===== src/rtl/mc_control.sv =====
// mc_control: multicycle MIPS main control FSM with memory ready handshake.
// Define MC_CONTROL_PERF_EN to add instr_count/stall_count performance counters.
module mc_control #(
    parameter bit TRAP_HOLD = 1'b1
) (
    input  logic       clk,
    input  logic       rst,
    input  logic [5:0] opcode,
    input  logic       zero,
    input  logic       mem_ready,
    output logic       pc_write,
    output logic       pc_write_cond,
    output logic [1:0] pc_source,
    output logic       i_or_d,
    output logic       mem_read,
    output logic       mem_write,
    output logic       ir_write,
    output logic       mem_to_reg,
    output logic       reg_dst,
    output logic       reg_write,
    output logic       alu_src_a,
    output logic [1:0] alu_src_b,
    output logic       alu_op,
    output logic [3:0] alu_cmd,
    output logic       trap,
    output logic [3:0] state_dbg
`ifdef MC_CONTROL_PERF_EN
    ,
    output logic [31:0] instr_count,
    output logic [31:0] stall_count
`endif
);
    localparam logic [3:0] S_FETCH     = 4'd0;
    localparam logic [3:0] S_DECODE    = 4'd1;
    localparam logic [3:0] S_MEM_ADDR  = 4'd2;
    localparam logic [3:0] S_MEM_RD    = 4'd3;
    localparam logic [3:0] S_MEM_WB    = 4'd4;
    localparam logic [3:0] S_MEM_WR    = 4'd5;
    localparam logic [3:0] S_R_EXEC    = 4'd6;
    localparam logic [3:0] S_R_WB      = 4'd7;
    localparam logic [3:0] S_BRANCH    = 4'd8;
    localparam logic [3:0] S_JUMP      = 4'd9;
    localparam logic [3:0] S_ADDI_EXEC = 4'd10;
    localparam logic [3:0] S_ADDI_WB   = 4'd11;
    localparam logic [3:0] S_TRAP      = 4'd12;

    localparam logic [5:0] OP_R    = 6'b000000;
    localparam logic [5:0] OP_LW   = 6'b100011;
    localparam logic [5:0] OP_SW   = 6'b101011;
    localparam logic [5:0] OP_BEQ  = 6'b000100;
    localparam logic [5:0] OP_J    = 6'b000010;
    localparam logic [5:0] OP_ADDI = 6'b001000;

    localparam logic [3:0] ALU_ADD = 4'b0010;
    localparam logic [3:0] ALU_SUB = 4'b0110;

    logic [3:0] state;
    logic [3:0] state_next;
    logic       act;
    logic       unused_zero;

    // zero is consumed by the datapath's PC-write gating, not by this FSM
    assign unused_zero = zero;
    assign act = !rst;

    always_comb begin
        state_next = state;
        case (state)
            S_FETCH:     state_next = mem_ready ? S_DECODE : S_FETCH;
            S_DECODE:
                case (opcode)
                    OP_R:    state_next = S_R_EXEC;
                    OP_LW:   state_next = S_MEM_ADDR;
                    OP_SW:   state_next = S_MEM_ADDR;
                    OP_BEQ:  state_next = S_BRANCH;
                    OP_J:    state_next = S_JUMP;
                    OP_ADDI: state_next = S_ADDI_EXEC;
                    default: state_next = S_TRAP;
                endcase
            S_MEM_ADDR:  state_next = opcode == OP_SW ? S_MEM_WR : S_MEM_RD;
            S_MEM_RD:    state_next = mem_ready ? S_MEM_WB : S_MEM_RD;
            S_MEM_WR:    state_next = mem_ready ? S_FETCH : S_MEM_WR;
            S_R_EXEC:    state_next = S_R_WB;
            S_ADDI_EXEC: state_next = S_ADDI_WB;
            S_TRAP:      state_next = TRAP_HOLD ? S_TRAP : S_FETCH;
            default:     state_next = S_FETCH;
        endcase
    end

    always_ff @(posedge clk) begin
        state <= rst ? S_FETCH : state_next;
    end

    // outputs are forced to their idle values while rst is high
    always_comb begin
        pc_write      = act && (state == S_JUMP || (state == S_FETCH && mem_ready));
        pc_write_cond = act && state == S_BRANCH;
        pc_source     = !act ? 2'd0 : state == S_BRANCH ? 2'd1 : state == S_JUMP ? 2'd2 : 2'd0;
        i_or_d        = act && (state == S_MEM_RD || state == S_MEM_WR);
        mem_read      = act && (state == S_FETCH || state == S_MEM_RD);
        mem_write     = act && state == S_MEM_WR;
        ir_write      = act && state == S_FETCH && mem_ready;
        mem_to_reg    = act && state == S_MEM_WB;
        reg_dst       = act && state == S_R_WB;
        reg_write     = act && (state == S_MEM_WB || state == S_R_WB || state == S_ADDI_WB);
        alu_src_a     = act && (state == S_MEM_ADDR || state == S_R_EXEC ||
                                state == S_BRANCH || state == S_ADDI_EXEC);
        alu_src_b     = !act ? 2'd0 : state == S_FETCH ? 2'd1 : state == S_DECODE ? 2'd3 :
                        (state == S_MEM_ADDR || state == S_ADDI_EXEC) ? 2'd2 : 2'd0;
        alu_op        = act && state == S_R_EXEC;
        alu_cmd       = act && state == S_BRANCH ? ALU_SUB : ALU_ADD;
        trap          = act && state == S_TRAP;
        state_dbg     = act ? state : S_FETCH;
    end

`ifdef MC_CONTROL_PERF_EN
    logic retire;
    logic stall;

    assign retire = state_next == S_FETCH &&
                    state inside {S_MEM_WB, S_MEM_WR, S_R_WB, S_BRANCH, S_JUMP, S_ADDI_WB};
    assign stall  = !mem_ready && state inside {S_FETCH, S_MEM_RD, S_MEM_WR};

    always_ff @(posedge clk) begin
        if (rst) begin
            instr_count <= '0;
            stall_count <= '0;
        end else begin
            instr_count <= instr_count + {31'd0, retire};
            stall_count <= stall_count + {31'd0, stall};
        end
    end
`endif
endmodule


===== config.mk =====
export PLATFORM = sky130hd
export DESIGN_NAME = mc_control
export DESIGN_NICKNAME = d
export VERILOG_FILES = /design/src/rtl/mc_control.sv
export SDC_FILE = /design/constraint.sdc
export NUM_CORES = 1
export LEC_CHECK = 0
export CORE_ASPECT_RATIO = 0.9
export CORE_MARGIN = 4
export CORE_UTILIZATION = 39
export CTS_BUF_LIST = sky130_fd_sc_hd__clkbuf_8
export CTS_CLUSTER_DIAMETER = 30
export DETAILED_ROUTE_END_ITERATION = 10
export PLACE_DENSITY_LB_ADDON = 0.2
export SYNTH_ARGS = -nofsm -noshare
export SYNTH_HDL_FRONTEND = slang
export SYNTH_SLANG_ARGS = --single-unit

===== constraint.sdc =====
create_clock -name clk -period 1.8 [get_ports clk]
set_clock_uncertainty 0.2 [all_clocks]
set_input_delay 0.45 -clock clk [delete_from_list [all_inputs] [get_ports clk]]
set_output_delay 0.45 -clock clk [all_outputs]
set_load 0.01 [all_outputs]

# Word-level counts from Yosys, hierarchy flattened
# Index checks and enable logic that the tools add are counted.
# W data, S select, Z words.
[word_totals]
register_bits = 4
input_bits = 10
out_inout_bits = 24
elab_cells = 60
[classes]
eq_ne = 17
mux = 15
n_reduce_logical = 27
[ops]
columns = ["op", "count"]
rows = [
  ["$pmux W4 S8", 1],
  ["$eq A4 B4 Y1 const B", 5],
  ["$pmux W4 S5", 1],
  ["$eq A4 B3 Y1 const B", 4],
  ["$logic_and A1 B1 Y1", 14],
  ["$mux W2", 7],
  ["$eq A6 B6 Y1 const B", 2],
  ["$mux W3", 4],
  ["$logic_or A1 B1 Y1", 9],
  ["$eq A4 B2 Y1 const B", 2],
  ["$eq A6 B2 Y1 const B", 1],
  ["$eq A6 B3 Y1 const B", 1],
  ["$eq A6 B4 Y1 const B", 1],
  ["$logic_not A6 Y1", 1],
  ["$eq A4 B1 Y1 const B", 1],
  ["$logic_not A4 Y1", 1],
  ["$mux W4", 1],
  ["$reduce_or A2 Y1", 1],
  ["$logic_not A1 Y1", 1],
  ["$mux W1", 1],
]

# Longest topological paths before layout
[depth]
depth_word = 6
mapped_depth = 5
depth_no_buf = 4

# Worst setup path before layout
# OpenSTA, ideal clock, no wires.
[synth_timing]
path_kind = "flip-flop to output port"
start = "register state[1]"
end = "output port alu_cmd[2]"
arrival_ps = 1312
path_slack_ps = -162
stages_incl_launch_ff = 5
cell_sequence = "dfxtp_1 buf_2 or2_2 nor3_1 buf_4"
[synth_between]
elab_chain_len = 3
[synth_lines]
columns = ["element", "line_no", "source"]
rows = [
  ["start: declaration", "57", "logic [3:0] state;"],
  ["start signal: assignment", "91", "state <= rst ? S_FETCH : state_next;"],
  ["$eq A4 B4 Y1", "-", ""],
  ["$logic_and A1 B1 Y1", "-", ""],
  ["via pc_write_cond", "12", "output logic pc_write_cond,"],
  ["$mux W3", "111", "alu_cmd = act && state == S_BRANCH ? ALU_SUB : ALU_ADD;"],
  ["end: declaration", "24", "output logic [3:0] alu_cmd,"],
]
# The timed path passes the listed nets, and every way through them passes these cells.

# Worst setup path in the final report
[layout_timing]
start = "register state[0]"
end = "output port trap"
[layout_between]
elab_chain_len = 2
[layout_lines]
columns = ["element", "line_no", "source"]
rows = [
  ["$eq A4 B4 Y1", "112", "trap = act && state == S_TRAP;"],
  ["$logic_and A1 B1 Y1", "112", ""],
  ["end: declaration", "25", "output logic trap,"],
]
# Every way passes these cells.

==> flow_summary.toml <==
[floorplan]
dieHeight_um = 45.7
core_area_um2 = 1460
io_pins = 34
initial_core_util_pct = 42.1
dieArea_um2 = 2280
num_rows = 13
die_x_um = 49.9

[synthesis]
synth_compound_area_share_pct = 23.2
synth_xor_area_share_pct = 2.85
yosysTopAreaCell = "dfxtp_1"
synthSimpleGateAreaFrac_pct = 44.1
ys_seq_area_share_pct = 13.0
synth_top_family_by_area = "simple AND/OR/NAND/NOR gates"
synth_cells = 92
synth_edf_count = 0
muxShareOfSynthArea_pct = 1.63
syn_avg_cell_area_um2 = 6.69
synth_top_area_share_pct = 13.0
synthTopCellsByArea = "dfxtp_1 13%, buf_4 7.3%, nor3_1 6.5%"
syn_area_um2 = 616
synth_seq_cells = 4
synth-async-reset-ratio_pct = 0
synthDistinctLibCells = 38
ys.flop_type = "dfxtp_1"
yosys_warnings = 0
synthAdderAreaFrac_pct = 0

[detailed_routing]
wl_per_cell_um = 18.0
via_count = 974
first_iter_violations = 32
first_pass_iters = 4
totalWireLength_um = 2930
drc = 0
ant_nets = 0
vias_per_cell = 5.98

[power]
power.internal_uw = 401
combPwrFrac_pct = 51.1
swShare_pct = 35.2
power_frac_clock_pct = 31.9
ir_worst_vdd_v = 0.000596
p_leak_nw = 0.574
cellPowerDensity_nw_per_um2 = 490
finalPower_uw = 619
p_seq_share_pct = 17.0
net-switching-power_uw = 218

[cells_and_area]
nets = 160
final_common_cell = "buf_4"
top_regs = "state x4"
fillers = 84
largest_reg_flops = 4
area_growth_pct = 105
antennaDiodeCount = 0
largest-register = "state"
layout-drive-gt1-share_pct = 60.8
layout_common_cells = "28 x buf_4, 15 x buf_2, 8 x buf_6"

[outcome]
status = "finished, violations left"
failed_checks = "setup timing"

[critical_path]
cp_slowest_cell = "or3_4"
critical_path_class = "reg2out"
worst_path_largest_cell_delay_ns = 0.38
end_kind = "primary output"
crit_buf_inv = 2
required_ns = 1.15
cp_cell_sequence = "buf_6 > or3_4 > nor3b_2 > buf_2"
crit_family = "simple AND/OR/NAND/NOR gates"
worstSetupStartpointType = "register"
cp_max_fo = 5
cp.arrival_ns = 1.39

[sta]
min_period_over_period_pct = 113
setup_violations = 17
finalHoldViolCount = 0
timing.hold.ws_ns = 0.576
fmax_ghz = 0.491
slew_violations = 0
layout_setup_ws_ns = -0.236
period_needed_ns = 2.04
rsz0062_at_grt = "true"
setup_tns_ns = -2.05

[placement]
port_buffers = 29
gp_congestion = 0.845
place_hpwl_um = 1680

[clock_tree]
cts_hold_buffers = 0
numCtsBuffers = 3
numClockSinks = 4
cts_tree = "done"
clk_pin_slew_worst_paths_ns = 0.04
cts.htree.levels = 1
root_buffer = "clkbuf_8"
clock_path_buffers = 2
clk_latency_ns = 0.22

[worst_hold_path]
hp-class = "reg2reg"

[global_route]
grt-ovfl-total = 0
grtUsageTotal_pct = 24.6
grt_max_degree = 9
antenna_found_initial = 0
grt_pass1_vias = 952
grt_pass1_wl_um = 4310

[run]
maxCapViolCount = 0
## cell families (layout without fill, tap and decap cells)
| group | count (synthesis) | in the layout |
|---|---|---|
| AND/OR/NAND/NOR | 47 | 47 |
| AO/OA/AOI/OAI | 22 | 22 |
| buffers and inverters | 14 | 69 |
| flip-flops | 4 | 4 |
| other | 2 | 3 |
| XOR/XNOR | 2 | 2 |
| multiplexers | 1 | 1 |
## metal layers
| layer | vias to the layer above | routed length, um | GRT usage (%) |
|---|---|---|---|
| met5 | - | 0 | 0 |
| met4 | 0 | 54 | 5.52 |
| met3 | 9 | 163 | 5.57 |
| met2 | 56 | 1510 | 49.9 |
| met1 | 469 | 1190 | 26.1 |
| li1 | 440 | - | - |
## power groups by stage
| stage | clock network [mW] | logic, mW | registers [mW] |
|---|---|---|---|
| finish | 0.198 | 0.316 | 0.105 |
| global route | 0.208 | 0.333 | 0.105 |
| CTS | 0.200 | 0.281 | 0.104 |
| detailed placement | 0 | 0.254 | 0.104 |
| global placement | 0 | 0.249 | 0.104 |
| floorplan | 0 | 0.132 | 0.102 |
## repair_timing
item                       CTS  global route
buffers inserted             8             1
setup endpoints to repair   22            23
resized for setup          110            21
pin swaps                    5             7
## layout make-up
class | count | area [um^2] | share of cell area, %
multi-input combinational | 75 | 612 | 48.4
timing repair buffer | 64 | 494 | 39.1
clock buffer | 3 | 41.3 | 3.27
sequential | 4 | 90.1 | 7.13
tap | 15 | 18.8 | 1.49
inverter | 2 | 7.51 | 0.594
## cell usage after synthesis (all sizes together) (2+ instances only)
library cell   n
a211oi         2
a21oi          4
a31oi          2
and3           2
buf           10
clkbuf         2
conb           2
dfxtp          4
inv            2
nand2          4
nand2b         4
nand3          2
nand4          2
nor2           9
nor2b          4
nor3           8
nor3b          2
nor4           2
o211ai         2
o21ai          5
o21bai         2
o31ai          2
or2            2
xnor2          2
## worst reg2reg max path: stages, from the launching register on
cell and delay (ns):
dfxtp_4 0.37, buf_4 0.14, buf_4 0.14, nand2b_1 0.10, buf_4 0.13, a21oi_1 0.06, o21bai_1 0.34, nor2_1 0.09
## path summary, 6_finish.rpt
check,slack (ns),from,cells after the start,endpoint
min reg2reg,0.58,state[2]$_SDFF_PP0_,4,state[1]$_SDFF_PP0_
min,0.58,state[2]$_SDFF_PP0_,4,state[1]$_SDFF_PP0_
max,-0.24,state[0]$_SDFF_PP0_,4,trap
max reg2reg,0.10,state[1]$_SDFF_PP0_,7,state[3]$_SDFF_PP0_
## metrics by stage
stage / cell area (um^2) / setup WS [ns] / std cells / util [%]
floorplan: 646 / 0.00593 / 93 / -
global placement: 1080 / -0.851 / 152 / 73.7
detailed placement: 1080 / -0.868 / 152 / 73.7
CTS: 1200 / -0.209 / 163 / 81.9
global route: 1260 / -0.293 / 163 / 86.3
finish: 1260 / -0.236 / 163 / 86.3
Power figures use the tool's default switching activity.
